## src/rtl/approx_adder_pipe_if.sv

```systemverilog
// Valid/ready stream bundle for approx_adder_pipe: operand beat in, sum beat out.
// The master side drives operands and accepts results; the slave side is the adder.
interface approx_adder_pipe_if #(
  parameter int WIDTH = 16,
  parameter int KW    = 4
);
  logic             in_valid;
  logic             in_ready;
  logic [WIDTH-1:0] in_a;
  logic [WIDTH-1:0] in_b;
  logic [KW-1:0]    apx_k;
  logic             out_valid;
  logic             out_ready;
  logic [WIDTH:0]   out_sum;

  modport master (
    output in_valid, in_a, in_b, apx_k, out_ready,
    input  in_ready, out_valid, out_sum
  );

  modport slave (
    input  in_valid, in_a, in_b, apx_k, out_ready,
    output in_ready, out_valid, out_sum
  );
endinterface

```

## src/rtl/approx_adder_pipe.sv

```systemverilog
// Two-stage pipelined approximate adder: fixed-ones / OR-chain low part, exact high part.
// Optional error monitor enabled with `define APX_ERR_MON_EN.
module approx_adder_pipe #(
  parameter int WIDTH     = 16,
  parameter int APX_MAX   = 8,
  parameter int KW        = 4,
  parameter int ERR_CNT_W = 16
) (
  input  logic                 clk,
  input  logic                 rst,
  approx_adder_pipe_if.slave   bus,
  input  logic                 err_clr,
  output logic [ERR_CNT_W-1:0] err_cnt,
  output logic [ERR_CNT_W-1:0] err_acc
);
  localparam int            SW    = WIDTH + 1;
  localparam logic [KW-1:0] K_MAX = KW'(APX_MAX);

  logic s1_v_q, s1_v_d, s2_v_q, s2_v_d;
  logic s1_load, s2_load, accept;

  // A stage loads when it is empty or its content leaves in the same cycle.
  assign s2_load       = !s2_v_q | bus.out_ready;
  assign s1_load       = !s1_v_q | s2_load;
  assign accept        = bus.in_valid & s1_load;
  assign bus.in_ready  = s1_load;
  assign bus.out_valid = s2_v_q;
  assign s1_v_d        = s1_load ? accept : s1_v_q;
  assign s2_v_d        = s2_load ? s1_v_q : s2_v_q;

  logic [KW-1:0]      k_d;
  logic [APX_MAX-1:0] gen, chain, low_d;
  logic               ci_d;
  logic [WIDTH-1:0]   hi_a_d, hi_b_d;

  // NOTE: every variable gets a default before the loop so no latch is inferred.
  always_comb begin
    logic cin;
    k_d    = (bus.apx_k > K_MAX) ? K_MAX : bus.apx_k;
    gen    = bus.in_a[APX_MAX-1:0] & bus.in_b[APX_MAX-1:0];
    chain  = gen << 1;
    low_d  = '0;
    ci_d   = 1'b0;
    cin    = 1'b0;
    for (int i = 0; i < APX_MAX; i++) begin
      // The OR-chain carry starts fresh at bit F = K>>1.
      cin = chain[i] & (i > int'(k_d >> 1));
      if (i < int'(k_d)) begin
        if (i < int'(k_d >> 1))
          low_d[i] = 1'b1;
        else if (i == int'(k_d) - 1)
          low_d[i] = cin | (bus.in_a[i] ^ bus.in_b[i]);
        else
          low_d[i] = bus.in_a[i] | bus.in_b[i] | cin;
      end
      if (i == int'(k_d) - 1) ci_d = gen[i];
    end
    hi_a_d = bus.in_a >> k_d;
    hi_b_d = bus.in_b >> k_d;
  end

  logic [APX_MAX-1:0] s1_low_q;
  logic               s1_ci_q;
  logic [WIDTH-1:0]   s1_hi_a_q, s1_hi_b_q;
  logic [KW-1:0]      s1_k_q;
  logic [SW-1:0]      out_sum_q, out_sum_d;

  // NOTE: the datapath registers are qualified by the valid bits, so they carry no reset.
  always_ff @(posedge clk) begin
    if (accept) begin
      s1_low_q  <= low_d;
      s1_ci_q   <= ci_d;
      s1_hi_a_q <= hi_a_d;
      s1_hi_b_q <= hi_b_d;
      s1_k_q    <= k_d;
    end
  end

  assign out_sum_d = ((SW'(s1_hi_a_q) + SW'(s1_hi_b_q) + SW'(s1_ci_q)) << s1_k_q)
                   | SW'(s1_low_q);

  // NOTE: sequential state uses non-blocking assignments so every register sees pre-edge values.
  always_ff @(posedge clk or posedge rst) begin
    if (rst) begin
      s1_v_q    <= 1'b0;
      s2_v_q    <= 1'b0;
      out_sum_q <= '0;
    end else begin
      s1_v_q <= s1_v_d;
      s2_v_q <= s2_v_d;
      if (s2_load && s1_v_q) out_sum_q <= out_sum_d;
    end
  end

  assign bus.out_sum = out_sum_q;

`ifdef APX_ERR_MON_EN
  localparam int                   AW      = ERR_CNT_W + SW;
  localparam logic [ERR_CNT_W-1:0] CNT_MAX = '1;

  logic [SW-1:0]        s1_exact_q, s2_exact_q, err_diff;
  logic [AW-1:0]        acc_sum;
  logic [ERR_CNT_W-1:0] err_cnt_q, err_cnt_d, err_acc_q, err_acc_d;
  logic                 out_hs;

  always_ff @(posedge clk) begin
    if (accept) s1_exact_q <= SW'(bus.in_a) + SW'(bus.in_b);
    if (s2_load && s1_v_q) s2_exact_q <= s1_exact_q;
  end

  assign out_hs   = s2_v_q & bus.out_ready;
  assign err_diff = (s2_exact_q >= out_sum_q) ? s2_exact_q - out_sum_q
                                              : out_sum_q - s2_exact_q;
  assign acc_sum  = AW'(err_acc_q) + AW'(err_diff);

  // A clear coinciding with a handshake wins; that beat is not counted.
  always_comb begin
    err_cnt_d = err_cnt_q;
    err_acc_d = err_acc_q;
    if (err_clr) begin
      err_cnt_d = '0;
      err_acc_d = '0;
    end else if (out_hs) begin
      if (err_diff != '0 && err_cnt_q != CNT_MAX) err_cnt_d = err_cnt_q + ERR_CNT_W'(1);
      err_acc_d = (acc_sum > AW'(CNT_MAX)) ? CNT_MAX : acc_sum[ERR_CNT_W-1:0];
    end
  end

  always_ff @(posedge clk or posedge rst) begin
    if (rst) begin
      err_cnt_q <= '0;
      err_acc_q <= '0;
    end else begin
      err_cnt_q <= err_cnt_d;
      err_acc_q <= err_acc_d;
    end
  end

  assign err_cnt = err_cnt_q;
  assign err_acc = err_acc_q;
`else
  logic unused_err_clr;
  assign unused_err_clr = err_clr;
  assign err_cnt        = '0;
  assign err_acc        = '0;
`endif
endmodule

```

## src/flat_wrapper.sv

```systemverilog
// flat-port wrapper written by rule: the top's interface ports become plain ports
module approx_adder_pipe_flat 
#(
  parameter int WIDTH     = 16,
  parameter int APX_MAX   = 8,
  parameter int KW        = 4,
  parameter int ERR_CNT_W = 16
)
  (clk, rst, err_clr, err_cnt, err_acc, bus_in_valid, bus_in_a, bus_in_b, bus_apx_k, bus_out_ready, bus_in_ready, bus_out_valid, bus_out_sum);
  approx_adder_pipe_if #(.WIDTH(WIDTH), .KW(KW)) bus_i ();
  input  logic clk;
  input  logic rst;
  input  logic err_clr;
  output logic [ERR_CNT_W-1:0] err_cnt;
  output logic [ERR_CNT_W-1:0] err_acc;
  input wire logic [$bits(bus_i.in_valid)-1:0] bus_in_valid;
  input wire logic [$bits(bus_i.in_a)-1:0] bus_in_a;
  input wire logic [$bits(bus_i.in_b)-1:0] bus_in_b;
  input wire logic [$bits(bus_i.apx_k)-1:0] bus_apx_k;
  input wire logic [$bits(bus_i.out_ready)-1:0] bus_out_ready;
  output wire logic [$bits(bus_i.in_ready)-1:0] bus_in_ready;
  output wire logic [$bits(bus_i.out_valid)-1:0] bus_out_valid;
  output wire logic [$bits(bus_i.out_sum)-1:0] bus_out_sum;
  assign bus_i.in_valid = bus_in_valid;
  assign bus_i.in_a = bus_in_a;
  assign bus_i.in_b = bus_in_b;
  assign bus_i.apx_k = bus_apx_k;
  assign bus_i.out_ready = bus_out_ready;
  assign bus_in_ready = bus_i.in_ready;
  assign bus_out_valid = bus_i.out_valid;
  assign bus_out_sum = bus_i.out_sum;
  approx_adder_pipe #(.WIDTH(WIDTH), .APX_MAX(APX_MAX), .KW(KW), .ERR_CNT_W(ERR_CNT_W)) u_core (.clk(clk), .rst(rst), .bus(bus_i), .err_clr(err_clr), .err_cnt(err_cnt), .err_acc(err_acc));
endmodule
```

## config.mk

```make
export PLATFORM = sky130hd
export DESIGN_NAME = approx_adder_pipe_flat
export DESIGN_NICKNAME = d
export VERILOG_FILES = /design/src/rtl/approx_adder_pipe_if.sv /design/src/rtl/approx_adder_pipe.sv /design/src/flat_wrapper.sv
export SDC_FILE = /design/constraint.sdc
export NUM_CORES = 1
export LEC_CHECK = 0
export CAP_MARGIN = 25
export CORE_MARGIN = 2
export CORE_UTILIZATION = 55
export DETAILED_ROUTE_END_ITERATION = 7
export PLACE_DENSITY = 0.85
export REMOVE_ABC_BUFFERS = 1
export SLEW_MARGIN = 30
export SYNTH_ARGS = -nofsm -noshare
export SYNTH_HDL_FRONTEND = slang
export SYNTH_SLANG_ARGS = --single-unit
export TNS_END_PERCENT = 100
```

## constraint.sdc

```tcl
create_clock -name clk -period 3.8 [get_ports clk]
set_clock_uncertainty 0.05 [all_clocks]
set_input_delay 0.76 -clock clk [delete_from_list [all_inputs] [get_ports clk]]
set_output_delay 0.76 -clock clk [all_outputs]
set_load 0.02 [all_outputs]
```

==> impl_summary.txt, run 1 <==
----------------------------------------------------
[Global route]
  GRT Residual Overflow ... 0
  GRT Total Usage ... 25.4%
  Via count of the first global-routing pass ... 4783
  First-pass GRT wire length ... 23.0 mm
  Maximum number of pins on one net before global-route repair ... 50
  Number of antenna violations at the first check in global routing ... 0

[Cells and area]
  Number of non-filler instances in the completed layout ... 847
  Layout Area Growth over Synthesis ... 12.8%
  Share of final-layout standard cells stronger than drive strength 1 ... 6.47%
  Ant. Diodes ... 0
  Net count of the finished layout ... 781

[STA]
  Setup repair after global routing missed its margin ... false
  Final-report max-slew violation count ... 0
  Final cycle utilization of the critical path ... 86.6%
  Worst Tran Pin Value ... 758 ps
  Final number of hold-violating endpoints ... 0
  Final TNS setup ... 0 ps
  F_max ... 0.304 GHz
  Setup violations, final ... 0
  Worst slew margin relative to its limit ... 49.4%
  Period minus WS final ... 3290 ps

[Placement]
  I/O Buffers ... 58
  Total placed cells including tap cells ... 831
  Final HPWL from detailed placement ... 10.7 mm
  Global placement routability congestion ... 0.976

[Critical path]
  Worst path arrival time ... 3510 ps
  Cell count of the worst reg-to-reg path ... 11
  Class of the most critical setup path ... reg2reg
  Type of element launching the critical path ... flip-flop
  Endpoint required time on the critical path ... 4020 ps
  Reg2Reg Setup Slack ... 510 ps
  Crit. End Element ... flip-flop
  Maximum fanout along the worst path ... 4

[Synth]
  Number of warnings printed during yosys synthesis ... 0
  Synthesized-area fraction occupied by xor and xnor cells ... 1.84%
  Cell types with the highest counts after synthesis ... sky130_fd_sc_hd__nand2_1 (73), sky130_fd_sc_hd__nor2_1 (63), sky130_fd_sc_hd__a21oi_1 (48), sky130_fd_sc_hd__edfxtp_1 (45), sky130_fd_sc_hd__mux2i_1 (42)
  Distinct cell type count of the synthesized netlist ... 72
  Synthesized area per cell ... 8.56 um2
  Ranking of synthesized cells by area ... sky130_fd_sc_hd__edfxtp_1 (24%), sky130_fd_sc_hd__dfrtp_1 (8.3%), sky130_fd_sc_hd__mux2i_1 (7.4%)
  Share of synthesized area occupied by flip-flops and latches ... 32.0%
  Fraction of the mapped netlist area in compound gates ... 20.7%
  Most repeated cell in the gate-level netlist after synthesis ... sky130_fd_sc_hd__nand2_1
  Area fraction of the dominant cell type after synthesis ... 23.6%
  Fraction of registers with async set/reset ... 29.7%
  Multiplexer area fraction after synthesis ... 10.9%
  Number of flip-flops and latches in the synthesized netlist ... 64
  Area share of and/or/nand/nor cells after synthesis ... 17.0%
  Cells after Synth ... 668
  Combinational family with the most area after synthesis ... compound AO/OA/AOI/OAI gates
  Post-synth top area cell ... sky130_fd_sc_hd__edfxtp_1
  Synthesized-area fraction occupied by adder cells ... 7.70%
  Dominant register cell in the synthesized netlist ... sky130_fd_sc_hd__edfxtp_1
  Cell area after technology mapping ... 5720 um2
  Count of flip-flops with a built-in enable after synthesis ... 45

[Power and ir drop]
  Power density over the cells ... 382 nW/um2
  Leakage ... 0.00274 uW
  Worst-case vdd ir drop ... 0.188 mV

[Hold path]
  Hold path cells ... 2
  Worst hold-check path type ... reg2reg

[Drt]
  Violation count after the first detailed-routing iteration ... 346
  Pre-antenna DRT Iters ... 5
  DR DRC count ... 0
  Overall via count from detail_route ... 5235
  Total wire length after detailed routing ... 14.2 mm
  Remaining antenna violation count after routing ... 0
  Mean routed wirelength per cell ... 16.7 um
  Ratio of routed vias to standard cells ... 6.18

[Run status]
  Result of the run ... finished clean

[Clocking]
  Clock buffer depth ... 2
  Clock Latency Late Sink ... 350 ps
  CTS Hold Buffers Added ... 0
  CTS tree ... done
  Clock transition at the registers of the reported paths ... 70 ps
  Resized cells post-CTS ... 0
  Count of clock tree sinks ... 64
  Clock buffer count from CTS ... 9
  H-tree levels ... 3
  Root Buffer ... sky130_fd_sc_hd__clkbuf_8
  Post-CTS setup-driven buffer insertion count ... 0

[Die]
  Die ar. ... 11200 um2
  Initial core utilization ... 56.1%
  Y dimension of the die ... 106 um
  Floorplan row count ... 37
  Width of the die ... 106 um
  Floorplan core area ... 10200 um2
  Count of boundary I/O pins ... 92

[Flow run]
  Max-capacitance violation count ... 0

----------------------------------------------------
## cell families after synthesis
logic type	count (synthesis)
xor+xnor	12
other cells	1
simple gates	210
flops	64
compound gates	180
mux	54
fa+ha+maj	34
buf+inv	113
## registers in the layout (all words and copies together), names as in the netlist
name                  cells
u_core.bus.out_valid      1
u_core.s1_hi_a_q         16
u_core.s1_ci_q            1
u_core.bus.out_sum       17
u_core.s1_v_q             1
u_core.s1_k_q             4
u_core.s1_low_q           8
u_core.s1_hi_b_q         16
## power breakdown
part / switching (uW) / internal (uW)
clock network: 267 / 299
registers: 44.7 / 846
logic: 587 / 421
## worst max-delay path, cell delays in order, from the launching register on
cell                        delay (ps)
sky130_fd_sc_hd__edfxtp_1          370
sky130_fd_sc_hd__fa_1              210
sky130_fd_sc_hd__inv_1              60
sky130_fd_sc_hd__fa_1              390
sky130_fd_sc_hd__nand2b_1          190
sky130_fd_sc_hd__a211oi_2          320
sky130_fd_sc_hd__o21ai_0           180
sky130_fd_sc_hd__nand2_1           140
sky130_fd_sc_hd__mux2_2            340
sky130_fd_sc_hd__a2111oi_1         660
sky130_fd_sc_hd__nand2_1           130
sky130_fd_sc_hd__a31oi_1           170
## area by class of cell
| class | instances | area [um2] |
|---|---|---|
| Clock buffer | 10 | 128 |
| Clock inverter | 6 | 60.1 |
| Fill cell | 855 | 3740 |
| Inverter | 40 | 150 |
| Multi-Input combinational cell | 522 | 3450 |
| Sequential cell | 64 | 1830 |
| Tap cell | 136 | 170 |
| Timing Repair Buffer | 69 | 663 |
## through the flow
| stage | setup slack (ps) | area [um2] | power (uW) | hold slack, ps | util (%) |
|---|---|---|---|---|---|
| final | 508 | 6450 | 2460 | 423 | 63.3 |
| after detailed placement | 213 | 6260 | 1890 | 417 | 61.5 |
| after global routing | 375 | 6450 | 2600 | 465 | 63.3 |
| after CTS | 578 | 6450 | 2460 | 433 | 63.3 |
| after floorplan | 124 | 5430 | 1550 | 405 | - |
| after global placement | 339 | 6260 | 1870 | 407 | 61.5 |
## path summary, 6_finish.rpt
| kind | from | end |
|---|---|---|
| max reg2reg | u_core.s1_hi_b_q[0] | u_core.bus.out_sum[12] |
| max in group asynchronous | rst | u_core.bus.out_sum[9] |
| min | u_core.bus.out_sum[3] | u_core.bus.out_sum[3] |
| min reg2reg | u_core.bus.out_sum[3] | u_core.bus.out_sum[3] |
| max | u_core.s1_hi_b_q[0] | u_core.bus.out_sum[12] |
| min in group asynchronous | rst | u_core.bus.out_sum[16] |
## cell usage in the layout (no fill, tap or decap), types with 32 or more instances in the layout
| cell | n |
|---|---|
| sky130_fd_sc_hd__nand2_1 | 73 |
| sky130_fd_sc_hd__nor2_1 | 63 |
| sky130_fd_sc_hd__clkdlybuf4s50_1 | 58 |
| sky130_fd_sc_hd__a21oi_1 | 48 |
| sky130_fd_sc_hd__edfxtp_1 | 45 |
| sky130_fd_sc_hd__mux2i_1 | 42 |
| sky130_fd_sc_hd__o21ai_0 | 40 |
| sky130_fd_sc_hd__inv_1 | 39 |
| sky130_fd_sc_hd__ha_1 | 32 |
| sky130_fd_sc_hd__conb_1 | 32 |
## metal layers
metal	track usage (%)	up-vias	part of all wire [%]
li1	-	2455	-
met1	33.4	2452	41
met2	42.0	289	48
met3	4.35	39	8.3
met4	9.77	0	2.9
met5	0	-	0
(Power assumes the default switching activity.)
==> inputs of run 2 (changes only) <==
--- a/config.mk
+++ b/config.mk
@@ -5,11 +5,12 @@
 export SDC_FILE = /design/constraint.sdc
 export NUM_CORES = 1
 export LEC_CHECK = 0
+export ABC_CLOCK_PERIOD_IN_PS = 3920
 export CAP_MARGIN = 25
 export CORE_MARGIN = 2
-export CORE_UTILIZATION = 55
+export CORE_UTILIZATION = 59
 export DETAILED_ROUTE_END_ITERATION = 7
-export PLACE_DENSITY = 0.85
+export PLACE_DENSITY = 0.9
 export REMOVE_ABC_BUFFERS = 1
 export SLEW_MARGIN = 30
 export SYNTH_ARGS = -nofsm -noshare
==> constraint.sdc (replaced) <==
create_clock -name clk -period 3.92 [get_ports clk]
set_clock_uncertainty 0.05 [all_clocks]
set_input_delay 0.784 -clock clk [delete_from_list [all_inputs] [get_ports clk]]
set_output_delay 0.784 -clock clk [all_outputs]
set_load 0.02 [all_outputs]
==> run 2 against run 1 <==
Compared with the run above:
- clock power increased by 12%
- worst setup slack better by 99 ps
- non-clock buffer count stayed put
- sequential power down 2%
- routed wire length up 1.9%
- utilization rose by 6.1 points
- clock-buffer cell count unchanged
- via count is 0.50% higher
- critical endpoint is now u_core.bus.out_sum[14]
- largest cell class unchanged
==> impl_summary.txt, run 2 (same netlist as run 1, synthesis figures left out) <==
----------------------------------------------------
[Clocking]
  Post-CTS setup-driven buffer insertion count ... 0 (unchanged)
  CTS Hold Buffers Added ... 0 (unchanged)
  Count of clock tree sinks ... 64 (unchanged)
  Resized cells post-CTS ... 0 (unchanged)
  Clock Latency Late Sink ... 350 ps (about the same)
  Root Buffer ... sky130_fd_sc_hd__clkbuf_8
  Clock transition at the registers of the reported paths ... 70 ps (about the same)
  H-tree levels ... 3 (unchanged)
  Clock buffer depth ... 2 (unchanged)
  CTS tree ... done
  Clock buffer count from CTS ... 9 (unchanged)

[Global route]
  GRT Residual Overflow ... 0 (unchanged)
  GRT Total Usage ... 28.0% (+2.6 points)
  Number of antenna violations at the first check in global routing ... 0 (unchanged)
  Via count of the first global-routing pass ... 4938 (+3.2%)
  First-pass GRT wire length ... 23.1 mm (+0.69%)
  Maximum number of pins on one net before global-route repair ... 50 (unchanged)

[Critical path]
  Worst path arrival time ... 3480 ps (-30 ps)
  Endpoint required time on the critical path ... 4090 ps (+70 ps)
  Type of element launching the critical path ... flip-flop
  Cell count of the worst reg-to-reg path ... 11 (unchanged)
  Maximum fanout along the worst path ... 4 (unchanged)
  Crit. End Element ... flip-flop
  Reg2Reg Setup Slack ... 610 ps (+100 ps)
  Worst setup path start ... u_core.s1_hi_b_q[0]
  Class of the most critical setup path ... reg2reg
  Worst setup endpoint ... u_core.bus.out_sum[14]
  R2r startpoint ... u_core.s1_hi_b_q[0]
  Crit Reg-Reg Endpoint ... u_core.bus.out_sum[14]

[STA]
  Worst slew margin relative to its limit ... 47.8% (-1.6 points)
  Worst Tran Pin Value ... 783 ps (+24.1 ps)
  F_max ... 0.302 GHz (-0.63%)
  Setup violations, final ... 0 (unchanged)
  Setup repair after global routing missed its margin ... false
  Final TNS setup ... 0 ps (unchanged)
  Final number of hold-violating endpoints ... 0 (unchanged)
  Final-report max-slew violation count ... 0 (unchanged)
  Final cycle utilization of the critical path ... 84.5% (-2.1 points)
  Period minus WS final ... 3310 ps (+21.0 ps)

[Flow run]
  Max-capacitance violation count ... 0 (unchanged)

[Power and ir drop]
  Worst-case vdd ir drop ... 0.220 mV (+17%)
  Leakage ... 0.00275 uW (+0.33%)
  Power density over the cells ... 384 nW/um2 (+0.38%)
  Power consumption ... 2480 uW (+0.75%)

[Hold path]
  Worst hold-check path type ... reg2reg

[Drt]
  Mean routed wirelength per cell ... 17.2 um (+2.8%)
  Overall via count from detail_route ... 5261 (+0.50%)
  Ratio of routed vias to standard cells ... 6.26 (+1.3%)
  Total wire length after detailed routing ... 14.4 mm (+1.9%)
  DR DRC count ... 0 (unchanged)
  Violation count after the first detailed-routing iteration ... 277 (-20%)
  Pre-antenna DRT Iters ... 7 (+2)
  Remaining antenna violation count after routing ... 0 (unchanged)

[Cells and area]
  Layout Area Growth over Synthesis ... 13.2%
  Ant. Diodes ... 0 (unchanged)
  Share of final-layout standard cells stronger than drive strength 1 ... 6.61% (+0.14 points)
  Multi-input logic area ... 3450 um2 (unchanged)
  Number of filler cells placed in the layout ... 731 (-15%)
  Number of non-filler instances in the completed layout ... 840 (-0.83%)
  Most common cell after layout, fill and taps aside ... sky130_fd_sc_hd__nand2_1
  Largest register FFs ... 17 (unchanged)
  Net count of the finished layout ... 781 (unchanged)
  Most frequent cells in the layout ... sky130_fd_sc_hd__nand2_1 (73), sky130_fd_sc_hd__nor2_1 (63), sky130_fd_sc_hd__clkdlybuf4s50_1 (58)
  Area taken by flip-flops and latches ... 1830 um2 (unchanged)

[Die]
  Initial core utilization ... 61.3% (+5.2 points)
  Count of boundary I/O pins ... 92 (unchanged)
  Die ar. ... 10500 um2 (-6.5%)
  Y dimension of the die ... 102 um (-3.3%)
  Floorplan row count ... 35 (-5.4%)
  Width of the die ... 102 um (-3.3%)
  Floorplan core area ... 9330 um2 (-8.4%)

[Run status]
  Result of the run ... finished clean

[Placement]
  Total placed cells including tap cells ... 824 (-0.84%)
  I/O Buffers ... 58 (unchanged)
  Final HPWL from detailed placement ... 10.9 mm (+1.3%)
  Global placement routability congestion ... 0.965 (-1.1%)

----------------------------------------------------
## run 2: changes by cell type in the layout (fill, tap and decap cells not counted), sizes merged
cell and delta:
clkinv -3, clkinvlp +1, inv +1, bufinv +1
## run 2: worst max-delay path, stage by stage (launching register included)
cell                        delay [ps]
sky130_fd_sc_hd__edfxtp_1          370
sky130_fd_sc_hd__fa_1              220
sky130_fd_sc_hd__inv_1              70
sky130_fd_sc_hd__fa_1              400
sky130_fd_sc_hd__nand2b_1          190
sky130_fd_sc_hd__a211oi_2          360
sky130_fd_sc_hd__o21ai_0           180
sky130_fd_sc_hd__a31oi_1           230
sky130_fd_sc_hd__nor2_1            120
sky130_fd_sc_hd__xnor2_1           300
sky130_fd_sc_hd__a2111oi_0         150
sky130_fd_sc_hd__or4_1             550
## run 2: where the power goes
part           switching (uW)  internal [uW]
clock                     271            361
combinational             567            410
sequential               53.4            820
## run 2: per-layer routing
metal,vias up,track usage [%],routed length (um)
met5,-,0,0
met1,2507,35.1,5780
li1,2445,-,-
met2,260,46.8,7030
met4,0,13.4,587
met3,49,5.13,1040
## run 2: stage by stage
stage / area [um2] / setup slack [ps] / hold WS, ps / utilization (%)
floorplan: 5430 / 220 / 405 / -
global placement: 6250 / 472 / 408 / 67.0
detailed placement: 6250 / 416 / 419 / 67.0
CTS: 6470 / 663 / 436 / 69.4
global route: 6470 / 444 / 467 / 69.4
finish: 6470 / 607 / 429 / 69.4
## run 2: worst min-delay path by stage
stage | cells past startpoint | to | from
6_report | 2 | u_core.bus.out_sum[5] | u_core.bus.out_sum[5]
5_1_grt | 2 | u_core.bus.out_sum[5] | u_core.bus.out_sum[5]
4_1_cts | 2 | u_core.bus.out_sum[5] | u_core.bus.out_sum[5]
3_5_place_dp | 2 | u_core.bus.out_sum[5] | u_core.bus.out_sum[5]
3_3_place_gp | 2 | u_core.bus.out_sum[3] | u_core.bus.out_sum[3]
2_1_floorplan | 2 | u_core.bus.out_sum[3] | u_core.s1_low_q[3]
## run 2: cell type report
type                            instances  area share [%]
Clock buffer                           10            1.97
Clock inverter                          6            1.43
Inverter                               40            2.32
Multi-Input combinational cell        522            53.3
Sequential cell                        64            28.2
Tap cell                              129            2.49
Timing Repair Buffer                   69            10.2
